`src/rtl/pc_sequencer.sv`:
```
// pc_sequencer -- program counter and return-address sequencer for the RAT MCU.
//
// Produces the 10-bit fetch address for the program ROM. Each cycle the control
// unit commands hold, increment, jump, call, return, interrupt entry or
// interrupt return. Call and interrupt return addresses live in an internal
// LIFO return stack of DEPTH entries.
//
// Build option:
//   PC_STACK_GUARD_EN  defined   -> overflow drops the push and underflow
//                                   returns 0x000; both set sticky STACK_ERR.
//                      undefined -> circular stack: overflow overwrites the
//                                   oldest entry, underflow reads the wrapped
//                                   pointer; STACK_ERR stays 0.
module pc_sequencer #(
  parameter int         DEPTH    = 8,
  parameter logic [9:0] INTR_VEC = 10'h3FF
) (
  input  logic                   CLK,
  input  logic                   RST_N,
  input  logic                   HOLD,
  input  logic [2:0]             CMD,
  input  logic [9:0]             IMMED,
  output logic [9:0]             PC_COUNT,
  output logic [$clog2(DEPTH):0] STACK_DEPTH,
  output logic                   STACK_FULL,
  output logic                   STACK_EMPTY,
  output logic                   STACK_ERR,
  output logic                   INT_ACTIVE
);

  localparam int PTR_W = $clog2(DEPTH);
  localparam int CNT_W = PTR_W + 1;

  localparam logic [CNT_W-1:0] DEPTH_CNT = CNT_W'(DEPTH);
  localparam logic [CNT_W-1:0] CNT_ONE   = CNT_W'(1);
  localparam logic [CNT_W-1:0] CNT_ZERO  = CNT_W'(0);
  localparam logic [PTR_W-1:0] PTR_ONE   = PTR_W'(1);
  localparam logic [PTR_W-1:0] PTR_ZERO  = PTR_W'(0);
  localparam logic [9:0]       PC_ONE    = 10'd1;
  localparam logic [9:0]       PC_ZERO   = 10'd0;

  // Control-unit command encodings; 3'd7 is reserved and acts as NOP.
  localparam logic [2:0] CMD_NOP  = 3'd0;
  localparam logic [2:0] CMD_INC  = 3'd1;
  localparam logic [2:0] CMD_JUMP = 3'd2;
  localparam logic [2:0] CMD_CALL = 3'd3;
  localparam logic [2:0] CMD_RET  = 3'd4;
  localparam logic [2:0] CMD_INTR = 3'd5;
  localparam logic [2:0] CMD_RETI = 3'd6;

  // Architectural state
  logic [9:0]       pc_r;
  logic [CNT_W-1:0] depth_r;
  logic [PTR_W-1:0] top_r;
  logic             full_r;
  logic             empty_r;
  logic             err_r;
  logic             int_r;
  logic [9:0]       stack_mem_r [DEPTH];

  // Next-state and request signals
  logic [9:0]       pc_nxt_s;
  logic             int_nxt_s;
  logic             push_req_s;
  logic             pop_req_s;
  logic [9:0]       push_data_s;
  logic [9:0]       pop_data_s;
  logic [9:0]       pop_pc_s;
  logic             wr_en_s;
  logic [PTR_W-1:0] top_nxt_s;
  logic [CNT_W-1:0] depth_nxt_s;
  logic             err_nxt_s;

  assign PC_COUNT    = pc_r;
  assign STACK_DEPTH = depth_r;
  assign STACK_FULL  = full_r;
  assign STACK_EMPTY = empty_r;
  assign STACK_ERR   = err_r;
  assign INT_ACTIVE  = int_r;

  // Top-of-stack read and the address a pop loads into the PC.
  always_comb begin
    pop_data_s = stack_mem_r[top_r - PTR_ONE];
`ifdef PC_STACK_GUARD_EN
    if (empty_r) begin
      pop_pc_s = PC_ZERO;
    end else begin
      pop_pc_s = pop_data_s;
    end
`else
    pop_pc_s = pop_data_s;
`endif
  end

  // Command decode: next PC, interrupt flag and stack push/pop requests.
  always_comb begin
    pc_nxt_s    = pc_r;
    int_nxt_s   = int_r;
    push_req_s  = 1'b0;
    pop_req_s   = 1'b0;
    push_data_s = pc_r;
    case (CMD)
      CMD_NOP: begin
        pc_nxt_s = pc_r;
      end
      CMD_INC: begin
        pc_nxt_s = pc_r + PC_ONE;
      end
      CMD_JUMP: begin
        pc_nxt_s = IMMED;
      end
      CMD_CALL: begin
        push_req_s  = 1'b1;
        push_data_s = pc_r + PC_ONE;
        pc_nxt_s    = IMMED;
      end
      CMD_RET: begin
        pop_req_s = 1'b1;
        pc_nxt_s  = pop_pc_s;
      end
      CMD_INTR: begin
        // No nesting: a second INTR while servicing one is a NOP.
        if (!int_r) begin
          push_req_s  = 1'b1;
          push_data_s = pc_r;
          pc_nxt_s    = INTR_VEC;
          int_nxt_s   = 1'b1;
        end else begin
          pc_nxt_s = pc_r;
        end
      end
      CMD_RETI: begin
        pop_req_s = 1'b1;
        pc_nxt_s  = pop_pc_s;
        int_nxt_s = 1'b0;
      end
      default: begin
        pc_nxt_s = pc_r;
      end
    endcase
  end

  // Stack pointer, depth and error bookkeeping for the requested push or pop.
  always_comb begin
    wr_en_s     = 1'b0;
    top_nxt_s   = top_r;
    depth_nxt_s = depth_r;
    err_nxt_s   = err_r;
    if (push_req_s) begin
`ifdef PC_STACK_GUARD_EN
      if (full_r) begin
        err_nxt_s = 1'b1;
      end else begin
        wr_en_s     = 1'b1;
        top_nxt_s   = top_r + PTR_ONE;
        depth_nxt_s = depth_r + CNT_ONE;
      end
`else
      // When full the write pointer sits on the oldest entry, so the push
      // overwrites it and the depth saturates.
      wr_en_s   = 1'b1;
      top_nxt_s = top_r + PTR_ONE;
      if (full_r) begin
        depth_nxt_s = depth_r;
      end else begin
        depth_nxt_s = depth_r + CNT_ONE;
      end
`endif
    end else if (pop_req_s) begin
`ifdef PC_STACK_GUARD_EN
      if (empty_r) begin
        err_nxt_s = 1'b1;
      end else begin
        top_nxt_s   = top_r - PTR_ONE;
        depth_nxt_s = depth_r - CNT_ONE;
      end
`else
      // The pointer always moves; depth never goes below zero.
      top_nxt_s = top_r - PTR_ONE;
      if (empty_r) begin
        depth_nxt_s = depth_r;
      end else begin
        depth_nxt_s = depth_r - CNT_ONE;
      end
`endif
    end else begin
      wr_en_s = 1'b0;
    end
  end

  // PC, stack bookkeeping and flags: reset first, then hold, then command.
  always_ff @(posedge CLK) begin
    if (!RST_N) begin
      pc_r    <= PC_ZERO;
      depth_r <= CNT_ZERO;
      top_r   <= PTR_ZERO;
      full_r  <= 1'b0;
      empty_r <= 1'b1;
      err_r   <= 1'b0;
      int_r   <= 1'b0;
    end else if (!HOLD) begin
      pc_r    <= pc_nxt_s;
      depth_r <= depth_nxt_s;
      top_r   <= top_nxt_s;
      full_r  <= (depth_nxt_s == DEPTH_CNT);
      empty_r <= (depth_nxt_s == CNT_ZERO);
      err_r   <= err_nxt_s;
      int_r   <= int_nxt_s;
    end
  end

  // Return-address storage; contents are intentionally not reset.
  always_ff @(posedge CLK) begin
    if (RST_N && !HOLD && wr_en_s) begin
      stack_mem_r[top_r] <= push_data_s;
    end
  end

endmodule

```
`config.mk`:
```
export PLATFORM = sky130hd
export DESIGN_NAME = pc_sequencer
export DESIGN_NICKNAME = d
export VERILOG_FILES = /design/src/rtl/pc_sequencer.sv
export SDC_FILE = /design/constraint.sdc
export NUM_CORES = 1
export LEC_CHECK = 0
export ABC_AREA = 1
export BUFFER_PORTS_ARGS = -buffer_cell sky130_fd_sc_hd__buf_2
export CAP_MARGIN = 20
export CORE_ASPECT_RATIO = 1.4
export CORE_UTILIZATION = 54
export DETAILED_ROUTE_END_ITERATION = 8
export GPL_TIMING_DRIVEN = 0
export PLACE_DENSITY = 0.76
export SLEW_MARGIN = 10
export SYNTH_ARGS = -nofsm -noshare
export SYNTH_HDL_FRONTEND = slang
export SYNTH_SLANG_ARGS = --single-unit
```
`constraint.sdc`:
```
create_clock -name CLK -period 2.08 [get_ports CLK]
set_input_delay 0.104 -clock CLK [delete_from_list [all_inputs] [get_ports CLK]]
set_output_delay 0.104 -clock CLK [all_outputs]
set_load 0.03 [all_outputs]
```
=== Word-level counts from Yosys, hierarchy flattened ===
Memory sizes are Yosys's and may differ from the RTL's.
Cells that the tools add are included.

* Equality and inequality tests: 8
* Bitwise gates (word level): 1
* Add/subtract/negate cells: 5
* Mux-type cells: 16
* Reductions and logical operators: 12

{| class="wikitable"
|+ Operator list
! cell !! count
|-
| 10-bit case mux with 4 select lines || 1
|-
| 10-bit 2-to-1 mux || 2
|-
| 4-bit 2-to-1 mux || 4
|-
| 10-bit by 1-bit adder with 10-bit output (second input constant) || 1
|-
| 3-bit equality test (second input constant) || 3
|-
| 3-bit by 2-bit equality test with 1-bit output (second input constant) || 2
|-
| 3-bit 2-to-1 mux || 2
|-
| 1-bit 2-to-1 mux || 5
|-
| 4-bit by 1-bit adder with 4-bit output (second input constant) || 1
|-
| 4-bit equality test (second input constant) || 1
|-
| 4-bit logical NOT || 1
|-
| 1-bit case mux with 2 select lines || 2
|-
| 2-bit AND reduction || 2
|-
| 2-bit nonzero test || 2
|-
| 4-bit nonzero test || 1
|-
| 2-bit OR reduction || 2
|-
| 4-bit by 1-bit subtractor with 4-bit output (second input constant) || 1
|-
| 3-bit by 1-bit adder with 3-bit output (second input constant) || 1
|-
| 3-bit by 1-bit equality test with 1-bit output (second input constant) || 1
|-
| 3-bit AND reduction || 1
|-
| 3-bit by 1-bit subtractor with 3-bit output (second input constant) || 1
|-
| 1-bit logical AND || 2
|-
| 2-bit inequality test (second input constant) || 1
|-
| 1-bit logical NOT || 1
|-
| 1-bit inverter || 1
|}

* Input port bits: 16
* Memory bits (writable): 80
* Memories kept: 1
* Flip-flop bits (word level): 20

{| class="wikitable"
|+ Memories
! name !! depth !! bits a word !! rd ports !! clocked after Yosys merged registers in !! write ports !! RTL line !! text
|-
| stack_mem_r || 8 || 10 || 1 || 0 || 1 || 59 || <nowiki>logic [9:0] stack_mem_r [DEPTH];</nowiki>
|}

=== Depth between registers and ports, before layout ===
* Word-level depth: 6
* Depth in mapped cells: 15
* Depth with buffers taken out: 14

=== Least setup slack after synthesis ===
No wires, ideal clock.

* Kind: reg2reg
* Start point: register top_r[0]
* End point: register pc_r[7] (netlist: PC_COUNT[7])
* Cell stages (with the launch flop): 12
* Arrival time: 1.878 ns
* Setup slack: 0.087 ns
* Period minus slack after synthesis: 1.993 ns
* Cells stage by stage: dfxtp_1 -> buf_2 -> inv_1 -> clkbuf_1 -> ha_1 -> clkbuf_1 -> nor2_1 -> o21ai_0 -> o21ai_0 -> o21ai_0 -> o21ai_0 -> o21a_1

* Cells in the longest elaborated chain, start to end: 3

{| class="wikitable"
|+ Ends and longest elaborated chain
! item !! RTL line !! text
|-
| from (decl) || 54 || <nowiki>logic [PTR_W-1:0] top_r;</nowiki>
|-
| from (signal assigned) || 204 || <nowiki>top_r <= top_nxt_s;</nowiki>
|-
| 3-bit by 1-bit subtractor with 3-bit output || 83 || <nowiki>pop_data_s = stack_mem_r[top_r - PTR_ONE];</nowiki>
|-
| memory 8 x 10 bit || n/a ||
|-
| 10-bit case mux with 4 select lines || 102 || <nowiki>case (CMD)</nowiki>
|-
| to (signal assigned) || 202 || <nowiki>pc_r <= pc_nxt_s;</nowiki>
|-
| to (decl) || 52 || <nowiki>logic [9:0] pc_r;</nowiki>
|}

No other way between the ends.
A chain may end at the register's enable or synchronous reset.

=== Worst setup path in the final report ===
* Start point: register top_r[0]
* End point: memory stack_mem_r[1][6], enable pin

{| class="wikitable"
|+ RTL lines
! item !! RTL line
|-
| to (decl) || 59
|}

Straight into the memory's write port.

==> results.toml <==
[yosys]
yosysMostFrequentCell = "nand2_1"
synth.yosys.seq_area_share = 0.588
synth_area_leaders = "edfxtp_1 (50%), dfxtp_1 (8.4%), nand2_1 (7.1%)"
netlist_area_mm2 = 0.00476
synth-seq-cells = 100
syn_avg_cell_area_um2 = 9.55
synth_common_cells = "nand2_1 (90), nor2_1 (81), edfxtp_1 (80), o21ai_0 (67), inv_1 (39)"
syn_inst = 499
async_flop_share = 0
synth_flop_cell = "edfxtp_1"
synth_edf_count = 80
synth_warnings = 0
yosysUniqueCellTypes = 37
synth.top_cell.area_share = 0.504
syn_nets = 520
yosys.area.top_type = "edfxtp_1"

[setup_path]
slowest_delay_ns = 0.43
crit_family = "simple AND/OR/NAND/NOR gates"
arrival_ns = 2.06
ff2ff_path_depth = 4
worst-path-buf-inv = 2
worstSetupStartpointType = "flop"
r2r-start = "top_r[0]"
criticalPathCategory = "reg2reg"
cp.depth = 4
slowest_stage = "clkbuf_1"
worstPathCellList = "buf_6 -> clkbuf_1 -> nand2_1 -> nor2_4"
crit_fanout = 10
cp.required_ns = 2.09
reg2reg_slack_ns = 0.03
crit_start = "top_r[0]"
worstSetupEndpointType = "flop"

[timing]
slew_viol_final = 0
finalWorstSetupSlack_ns = 0.0320
worst_pin_slew_ns = 1.11
whs_ns = 0.0230
hold_viol_final = 0
period_needed_ns = 2.05
timing.fmax_ghz = 0.488
setup_tns_ns = 0
max_slew_margin = 0.250
fin_crit_sh = 0.985
skew_ns = 0.00656
setup-violations-final = 0

[power]
p_leak_nw = 2.19
finalPower_mw = 4.93
powerDensity_mw_per_mm2 = 874
irDropWorstVdd_uv = 622

[routing]
drt_drc_violations_left = 0
drt_iter0_markers = 558
drtAntennaViolNets = 0
vias = 3978
drt-total-wl_um = 12500
routed_via_density = 6.00
wl_per_cell_um = 18.8
drtPass1Iterations = 7

[hold_path]
min_path_cells = 3
min-delay-path-class = "in2reg"
hold_start = "RST_N"

[floorplan]
rows = 40
start_util = 0.557
die_y_um = 113
core-area_mm2 = 0.00856
dieArea_mm2 = 0.00921
ios = 34
die_x_um = 81.4

[clock_network]
clockBufferDepth = 2
cts_max_level = 3
clk_pin_slew_ns = 0.07
cts_root_buffer = "clkbuf_16"
clkSinkCount = 100
clkLatencyLatePin_ns = 0.35
cts_tree = "built"
cts_made_buffers = 9

[cells_and_area]
area_growth_pct = 18.5
fin_nets = 575
diodes = 0
finish.utilization = 0.660
drive_gt1_frac = 0.170

[placement]
place.gp.congestion = 0.913
dp_hpwl_um = 8320
io_buffer_count = 31
dp_slack_ns = -0.693

[flow_run]
maxCapViolations = 0

[global_route]
grt_pass1_vias = 3711
grt_pass1_wl_um = 18800
grt_use_total = 0.286
grt_max_degree = 17
antenna_found_initial = 0
overflow = 0

[outcome]
status = "completed"
worst register-to-register path, cell delays in order, from the launching register on:
cell      delay, ns
dfxtp_2        0.35
buf_6          0.13
clkbuf_1       0.44
nand2_1        0.39
nor2_4         0.40
through the flow:
| stage | area [um2] | instances |
|---|---|---|
| 2_1_floorplan | 4760 | 499 |
| 3_3_place_gp | 5050 | 635 |
| 3_5_place_dp | 5070 | 637 |
| 4_1_cts | 5500 | 654 |
| 5_1_grt | 5650 | 663 |
| 6_report | 5650 | 663 |
report_power, final:
| group | internal (mW) | switching (mW) |
|---|---|---|
| registers | 2.23 | 0.0487 |
| clock network | 1.05 | 0.716 |
| logic | 0.294 | 0.594 |
final timing paths:
path                       endpoint
setup / recovery  stack_mem_r[1][6]
setup reg to reg  stack_mem_r[1][6]
hold reg to reg            top_r[1]
hold / removal       STACK_DEPTH[3]
area by class of cell:
type                            instances  area (um2)
Fill cell                             640        2910
Sequential cell                       100        2800
Multi-Input combinational cell        335        1810
Timing Repair Buffer                   44         285
Clock buffer                            9         225
Inverter                               41         158
Buffer                                 23         149
Tap cell                              105         131
Clock inverter                          6        86.3
layout by cell type (no fill, tap or decap), types with 2 or more instances in the layout:
cell type	instances
nand4_1	3
o21ai_1	5
inv_1	38
o21ai_0	63
xnor2_1	3
xor2_1	10
dfxtp_1	19
clkinv_1	2
inv_6	2
a31oi_1	5
buf_2	34
nand3_2	2
nor2_1	72
buf_4	11
buf_6	4
o211ai_1	18
nand3_1	14
bufinv_16	2
a21oi_1	12
nor2_8	2
o21a_1	2
nand2_1	89
edfxtp_1	80
buf_8	2
buf_12	2
o21ai_2	2
ha_1	4
clkbuf_16	9
nor2_4	8
nand2_2	2
a22oi_1	5
clkbuf_1	12
logic make-up after synthesis:
family	count (synthesis)	synth area share
xor gates and xnor gates	14	0.0273
DFF	100	0.588
and+or+nand+nor	197	0.173
buffers and inverters	64	0.0523
adders and majority gates	5	0.0131
other	1	0.000787
AOI/OAI and AO/OA	118	0.145
per-layer routing:
metal  vias to the layer above  share of wire  global-route usage
met5                         -              0                   0
met4                         0          0.061               0.185
met3                        62          0.080              0.0460
met2                       241           0.50               0.473
met1                      1863           0.36               0.339
li1                       1812              -                   -
state kept, by name (all words and copies together) (netlist names):
name and flops:
INT_ACTIVE 1, PC_COUNT 10, STACK_DEPTH 4, STACK_EMPTY 1, STACK_FULL 1, stack_mem_r 80, top_r 3
what timing repair did:
item / CTS / global route
setup endpoints to repair: 88 / 96
setup buffers: 2 / 9
hold buffers: 0 / 0
resized for setup: 29 / 22
pin swaps: 1 / 8
Power figures use the tool's default switching activity.
